### src/rtl/divisor_sequencial_6bits_pkg.sv
// Shared definitions for the sequential 6-bit restoring divider.
// No logic here; consumed by the top and the subtractor.
// No backpressure; constants and types only.
package divisor_sequencial_6bits_pkg;

  localparam int LARGURA = 6;
  localparam logic [LARGURA-1:0] QUOC_DIV_ZERO = 6'h3F;

  typedef enum logic [1:0] {
    OCIOSO = 2'b00,
    CALC   = 2'b01,
    FIM    = 2'b10
  } estado_t;

endpackage

### src/rtl/divisor_sequencial_6bits_subtrator6bits.sv
// 6-bit ripple-borrow subtractor: diferenca = a - b - emprestaInicial.
// Purely combinational, zero cycles.
// No handshake; outputs follow inputs.
module subtrator6bits
  import divisor_sequencial_6bits_pkg::*;
(
  output logic [LARGURA-1:0] diferenca,
  output logic               emprestaFinal,
  input  logic [LARGURA-1:0] a,
  input  logic [LARGURA-1:0] b,
  input  logic               emprestaInicial
);

  logic [LARGURA:0] emprestimo;

  assign emprestimo[0] = emprestaInicial;

  for (genvar i = 0; i < LARGURA; i++) begin : gCelula
    assign diferenca[i]    = a[i] ^ b[i] ^ emprestimo[i];
    assign emprestimo[i+1] = (~a[i] & b[i]) | (~(a[i] ^ b[i]) & emprestimo[i]);
  end

  assign emprestaFinal = emprestimo[LARGURA];

endmodule

### src/rtl/divisor_sequencial_6bits.sv
// Sequential unsigned restoring divider, one quotient bit per clock.
// pronto 7 cycles after the accepting edge (1 cycle for divide-by-zero).
// inicio is only sampled in OCIOSO; requests while busy are dropped.
module divisor_sequencial_6bits
  import divisor_sequencial_6bits_pkg::*;
#(
  parameter int N = LARGURA
) (
  input  logic         clock,
  input  logic         reset_n,
  input  logic         inicio,
  input  logic [N-1:0] dividendo,
  input  logic [N-1:0] divisor,
  output logic [N-1:0] quociente,
  output logic [N-1:0] resto,
  output logic         ocupado,
  output logic         pronto,
  output logic         erro
);

  estado_t estado, proxEstado;

  logic [N-1:0] regR, regQ, regD;
  logic [2:0]   contador;
  logic [N-1:0] parcial, diferenca, novoR, novoQ;
  logic         emprestaFinal;
  logic         fimIteracao;

  // R never exceeds the processed dividend prefix, so the shifted value fits in N bits
  assign parcial     = {regR[N-2:0], regQ[N-1]};
  assign fimIteracao = (contador == 3'd0);

  subtrator6bits uSubtrator (
    .diferenca      (diferenca),
    .emprestaFinal  (emprestaFinal),
    .a              (parcial),
    .b              (regD),
    .emprestaInicial(1'b0)
  );

  assign novoR = emprestaFinal ? parcial : diferenca;
  assign novoQ = {regQ[N-2:0], ~emprestaFinal};

  always_ff @(posedge clock or negedge reset_n) begin
    if (!reset_n) estado <= OCIOSO;
    else          estado <= proxEstado;
  end

  always_comb begin
    proxEstado = estado;
    case (estado)
      OCIOSO:  if (inicio) proxEstado = (divisor != '0) ? CALC : FIM;
      CALC:    if (fimIteracao) proxEstado = FIM;
      FIM:     proxEstado = OCIOSO;
      default: proxEstado = OCIOSO;
    endcase
  end

  always_ff @(posedge clock or negedge reset_n) begin
    if (!reset_n) begin
      regR      <= '0;
      regQ      <= '0;
      regD      <= '0;
      contador  <= '0;
      quociente <= '0;
      resto     <= '0;
      erro      <= 1'b0;
    end else begin
      case (estado)
        OCIOSO: begin
          if (inicio) begin
            if (divisor != '0) begin
              regD     <= divisor;
              regQ     <= dividendo;
              regR     <= '0;
              contador <= 3'd5;
              erro     <= 1'b0;
            end else begin
              quociente <= QUOC_DIV_ZERO;
              resto     <= dividendo;
              erro      <= 1'b1;
            end
          end
        end
        CALC: begin
          regR     <= novoR;
          regQ     <= novoQ;
          contador <= contador - 3'd1;
          if (fimIteracao) begin
            quociente <= novoQ;
            resto     <= novoR;
          end
        end
        default: ;
      endcase
    end
  end

  assign ocupado = (estado == CALC);
  assign pronto  = (estado == FIM);

endmodule
### config.mk
export PLATFORM = sky130hd
export DESIGN_NAME = divisor_sequencial_6bits
export DESIGN_NICKNAME = d
export VERILOG_FILES = /design/src/rtl/divisor_sequencial_6bits_pkg.sv /design/src/rtl/divisor_sequencial_6bits_subtrator6bits.sv /design/src/rtl/divisor_sequencial_6bits.sv
export SDC_FILE = /design/constraint.sdc
export NUM_CORES = 1
export LEC_CHECK = 0
export ABC_AREA = 1
export CAP_MARGIN = 5
export CORE_MARGIN = 10
export CORE_UTILIZATION = 50
export CTS_BUF_LIST = sky130_fd_sc_hd__clkbuf_16
export CTS_CLUSTER_SIZE = 25
export DETAILED_ROUTE_END_ITERATION = 7
export PLACE_DENSITY = 0.78
export SLEW_MARGIN = 15
export SYNTH_ARGS = -nofsm -noshare
export SYNTH_HDL_FRONTEND = slang
export SYNTH_HIERARCHICAL = 1
export SYNTH_SLANG_ARGS = --single-unit
### constraint.sdc
create_clock -name clock -period 6.3 [get_ports clock]
set_clock_uncertainty 0.2 [all_clocks]
set_input_delay 1.26 -clock clock [delete_from_list [all_inputs] [get_ports clock]]
set_output_delay 1.26 -clock clock [all_outputs]
set_load 0.02 [all_outputs]
==> impl_results.md, run 1 <==
* Root buffer cell: clkbuf_16
* Met2 WL at 1.94 mm
* CP Max Fanout at 9
* Die width at 81.5 um
* Cell taking the most area after synthesis: dfrtp_1
* First-pass DRT Iterations at 4
* Worst-skew pair later-pin latency at 0.28 ns
* Data arrival, critical path at 3.45 ns
* CTS H-tree depth at 2
* Metal-1 WL at 1.67 mm
* Finish-stage setup viols at 0
* Clk slew on worst S/H paths at 0.05 ns
* Ratio of cells with drive above 1 in the final layout at 0.0667
* Vias in the first global route at 1537
* Pwr Density at 565 nW/um2
* Row count at 22
* Met3 wire length at 202 um
* Core region area at 3660 um2
* Clock sinks at 35
* Final Util at 0.630
* Avg Cell Area, Syn at 7.84 um2
* Drt drc at 0
* Total track usage at 0.129
* Uppermost layer routed: met4
* Post-synth EDFFs at 0
* Diodes inserted at 0
* Ports at 30
* Syn nets at 264
* Critical Path Sink Type: flop
* Worst stage delay on the critical path at 0.39 ns
* Sequential share of the synthesized area at 0.464
* Routability cong. at 0.834
* Critical path data required time at 6.32 ns
* Async SR Flop Fraction at 1.00
* Top-count cell post-synth: nand2_1
* Drt initial violations at 100
* PostCTS Resize Cnt at 0
* Cells after Synth at 241
* Initial Util at 0.516
* CTS tree: yes
* Synth Warn # at 6
* Setup total negative slack at 0 ns
* Routed vias/inst at 4.83
* Post-DP Area at 2170 um2
* Largest net degree at the start of global routing at 36
* Grt total ovfl at 0
* DP HPWL at 2.81 mm
* Critical Path Start Type: flop
* Post-DRT Antenna Nets at 0
* Critical path's most frequent cell: fa_1
* WP buf/inv at 5
* Worst path cell trace: inv_1, fa_1, inv_1, fa_1, fa_1, fa_1, fa_1, inv_1, fa_1, inv_1, inv_1, nand2_1, nand2_1, nand2_1, nand2_1, nand3_1, nand2_1
* Lkg Pwr at 0.00126 uW
* Global-route wire length before repair at 6.69 mm
* Layout Nets at 292
* Postcts setup bufs at 0
* Library cells used by synthesis at 18
* Synthesized area at 1890 um2
* RSZ-0062 raised after global routing: false
* Outcome: complete, no violations
* Area Growth Syn to Fin at 22.1%
* WS Path Type: reg -> reg
* IO Port Bufs at 29
* Design area at 2310 um2
* FF+latch count, synth at 35
* Maxcap violations at 0
* DIE AREA at 6640 um2
* Crit path depth at 17
* Hold path depth at 2
* Crit path max-delay family: adder cells
* Final period util at 0.545
* Post-CTS Hold Fix Bufs at 0
* Initial antenna violation count at 0
* Max Slew Vio Count at 0
* Top post-synthesis cells by area: dfrtp_1 (46%), nand2_1 (22%), nand3_1 (6.9%)
* Cts bufs inserted at 5
* Main flop type after synthesis: dfrtp_1
* Hold Vio Cnt, Final at 0
* Die Span Y at 81.5 um
* Synth cell count leaders: nand2_1 (109), dfrtp_1 (35), inv_1 (27)
* Max Freq at 0.291 GHz
* CTS max path bufs at 2
* Share of the synthesized area in the top cell type at 0.464
* HP Class: reg -> reg
* Min Tclk post-route at 3.43 ns
* R2R cell count at 17
* Slowest CP cell: fa_1
* Routed Wire Length at 3.92 mm
* Vias after detailed routing at 1536
* Routed WL per cell at 12.3 um
* VDD IR max at 271 uV
cell type report:
cell class | instances | area [um2]
Multi-Input combinational cell | 167 | 823
Clock buffer | 5 | 125
Tap cell | 48 | 60.1
Timing Repair Buffer | 30 | 298
Fill cell | 338 | 1360
Sequential cell | 35 | 876
Inverter | 30 | 113
Clock inverter | 3 | 11.3
state kept, by name, indices dropped and copies added, names as in the netlist:
name and count:
estado 2, quociente 6, regQ 6, resto 6, regR 5, contador 3, regD 6, erro 1
power by group:
part | total, uW | internal, uW | switching (uW) | leakage (uW)
sequential | 393 | 330 | 62.9 | 0.000437
combinational | 684 | 254 | 430 | 0.000751
clock | 227 | 142 | 84.7 | 0.0000701
total | 1300 | 726 | 578 | 0.00126
stage by stage:
stage	cells	hold slack [ns]	power, uW	setup slack [ns]
floorplan	241	0.249	912	3.10
global placement	310	0.256	1070	3.00
detailed placement	310	0.262	1080	2.90
CTS	318	0.275	1320	2.86
global route	318	0.294	1440	2.60
finish	318	0.267	1300	2.87
metal layers:
metal,vias up,global-route usage
li1,783,-
met1,708,0.144
met2,36,0.221
met3,9,0.0328
met4,0,0.0709
met5,-,0
logic make-up (layout without fill, tap and decap cells):
group	count (synthesis)	in the layout	share of synthesized area
AOI/OAI and AO/OA	7	7	0.0185
adders and majority gates	8	8	0.0768
buffers and inverters	39	68	0.101
DFF	35	35	0.464
other	1	1	0.00198
and+or+nand+nor	151	151	0.338
path summary, 6_finish.rpt:
check	start	endpoint	slack, ns
setup / recovery	regD[0]	resto[3]	2.87
hold / removal	quociente[4]	quociente[4]	0.27
setup reg to reg	regD[0]	resto[3]	2.87
hold reg to reg	quociente[4]	quociente[4]	0.27
max in group asynchronous	reset_n	quociente[3]	4.40
min in group asynchronous	reset_n	regD[0]	1.20
cell usage in the layout, fill, tap and decap left out, drive strengths merged:
| master | instances |
|---|---|
| nand2 | 116 |
| nand3 | 26 |
| clkdlybuf4s50 | 29 |
| clkbuf | 5 |
| nor2 | 8 |
| conb | 1 |
| clkinv | 2 |
| inv | 31 |
| o21ai | 7 |
| ha | 2 |
| fa | 6 |
| dfrtp | 35 |
| or2 | 1 |
| buf | 1 |
worst reg2reg max path: cells and delay by family (launching register included):
family                   cells  cell delay [ns]
flip-flops                   1             0.37
buffers and inverters        5             0.51
AND/OR/NAND/NOR              6             0.43
adder cells (fa/ha/maj)      6             1.83
Power figures use the tool's default switching activity.
==> run 2: changes to the inputs <==
Settings changed: CORE_UTILIZATION 50 to 48, PLACE_DENSITY 0.78 to 0.79.
Clock period 6.3 ns to 2.8 ns, I/O delays scaled along.
==> impl_results.md, run 2 (synthesis gave the netlist of run 1 again) <==
* Switching share of power at 0.446
* Area Growth Syn to Fin at 25.2%
* Violated checks: negative setup slack
* Root buffer cell: clkbuf_16
* Uppermost layer routed: met4
* Critical path's most frequent cell: nand2_1
* Worst-skew pair later-pin latency at 0.28 ns
* Finish-stage setup viols at 13
* CTS max path bufs at 2
* Die width at 82.7 um
* Critical path data required time at 2.77 ns
* DP Worst Slack at -0.372 ns
* Total track usage at 0.137
* Routed vias/inst at 4.85
* Max Slew Vio Count at 0
* Final period util at 1.13
* Metal-1 WL at 1.78 mm
* Fillers at 345
* Met2 WL at 2.08 mm
* Slowest CP cell: dfrtp_1
* Row count at 22
* Largest net degree at the start of global routing at 36
* Ratio of cells with drive above 1 in the final layout at 0.124
* Logic pwr share at 0.536
* Min Tclk post-route at 3.16 ns
* CTS H-tree depth at 2
* Post-DRT Antenna Nets at 0
* Worst R2R Setup Slack at -0.36 ns
* HP Class: reg -> reg
* Cts bufs inserted at 5
* CTS tree: yes
* Die Span Y at 82.7 um
* Maxcap violations at 0
* Final Util at 0.632
* Switch Pwr at 1370 uW
* Worst path cell trace: inv_2, fa_1, inv_1, fa_2, fa_2, fa_2, fa_2, inv_2, fa_1, nand2_1, nand2_1, nand2_1, nand2_1, nand3_1, nand2_1
* Vias in the first global route at 1611
* Diodes inserted at 0
* Postcts setup bufs at 0
* Critical Path Start Type: flop
* Setup ws final at -0.356 ns
* Drt drc at 0
* Lkg Pwr at 0.00127 uW
* Routability cong. at 0.867
* Clock network power share at 0.175
* Ports at 30
* Cell internal pwr at 1700 uW
* Global-route wire length before repair at 7.29 mm
* Most frequent cells in the layout: nand2_1 (109), dfrtp_1 (35), clkdlybuf4s50_1 (29)
* Flop pwr share at 0.289
* Core region area at 3740 um2
* Clk slew on worst S/H paths at 0.06 ns
* Routed Wire Length at 4.12 mm
* First-pass DRT Iterations at 4
* Clock sinks at 35
* Grt total ovfl at 0
* Post-CTS Hold Fix Bufs at 0
* DP HPWL at 2.97 mm
* Pwr Density at 1300 nW/um2
* Routed WL per cell at 12.7 um
* WS Path Type: reg -> reg
* Worst stage delay on the critical path at 0.39 ns
* Initial antenna violation count at 0
* Initial Util at 0.505
* VDD IR max at 575 uV
* Critical Path Sink Type: flop
* RSZ-0062 raised after global routing: true
* Max Freq at 0.317 GHz
* DIE AREA at 6850 um2
* Drt initial violations at 122
* CP Max Fanout at 2
* Data arrival, critical path at 3.13 ns
* Pwr Total at 3080 uW
* Outcome: finished, violations left
* Commonest non-fill, non-tap cell in the layout: nand2_1
* IO Port Bufs at 29
* Layout Nets at 297
* Met3 wire length at 203 um
* Vias after detailed routing at 1567
* Hold Vio Cnt, Final at 0
[run 2: cell count changes in the layout (fill, tap and decap cells not counted), sizes merged]
cell      before  now
clkinvlp       0    2
clkinv         2    1
buf            1    6
inv           31   30
[run 2: path summary, 6_finish.rpt]
| check | depth (start not counted) | endpoint | start |
|---|---|---|---|
| max in group asynchronous | 2 | regR[1] | reset_n |
| worst min register to register | 2 | resto[1] | resto[1] |
| worst max register to register | 15 | resto[5] | regD[0] |
| min in group asynchronous | 2 | estado[1] | reset_n |
| worst min-delay path | 2 | resto[1] | resto[1] |
| worst max-delay path | 15 | resto[5] | regD[0] |
[run 2: area by class of cell]
type | count | area, um2 | area share
Sequential cell | 35 | 876 | 0.370
Multi-Input combinational cell | 167 | 833 | 0.352
Timing Repair Buffer | 35 | 335 | 0.142
Clock buffer | 5 | 125 | 0.0529
Inverter | 30 | 115 | 0.0487
Tap cell | 48 | 60.1 | 0.0254
Clock inverter | 3 | 20.0 | 0.00847
[run 2: stage by stage]
stage | instance area (um2) | TNS, ns | hold WS, ns | std cells
2_1_floorplan | 1910 | -1.14 | 0.0644 | 241
3_3_place_gp | 2220 | -2.26 | 0.254 | 315
3_5_place_dp | 2220 | -3.52 | 0.260 | 315
4_1_cts | 2360 | -2.82 | 0.275 | 323
5_1_grt | 2360 | -4.81 | 0.300 | 323
6_report | 2360 | -2.68 | 0.271 | 323
[run 2: power groups by stage]
| stage | combinational, uW | sequential, uW | clock, uW |
|---|---|---|---|
| 4_1_cts | 1670 | 891 | 545 |
| 3_5_place_dp | 1630 | 896 | 0 |
| 6_report | 1650 | 889 | 537 |
| 2_1_floorplan | 1120 | 978 | 0 |
| 5_1_grt | 1920 | 922 | 564 |
| 3_3_place_gp | 1600 | 887 | 0 |
[run 2: timing repair]
item,CTS,global route
pin swaps,2,0
setup endpoints to repair,13,13
resized for setup,2,0
[run 2: layer usage]
layer / global-route usage / vias to the layer above
met5: 0 / -
met4: 0.0569 / 0
met3: 0.0346 / 6
met2: 0.228 / 31
met1: 0.164 / 743
li1: - / 787
[run 2: worst max-delay path: cells and delay by family (launching register included)]
kind                       cells  cell delay, ns
adders and majority gates      6            1.93
DFF                            1            0.39
and+or+nand+nor                6            0.35
buffers and inverters          3            0.18
==> run 3: changes to the inputs <==
Settings changed: HOLD_SLACK_MARGIN from default to 0.08.
==> results of run 3 <==
Same layout as run 2: the final DEF is identical, and so are final timing and power.
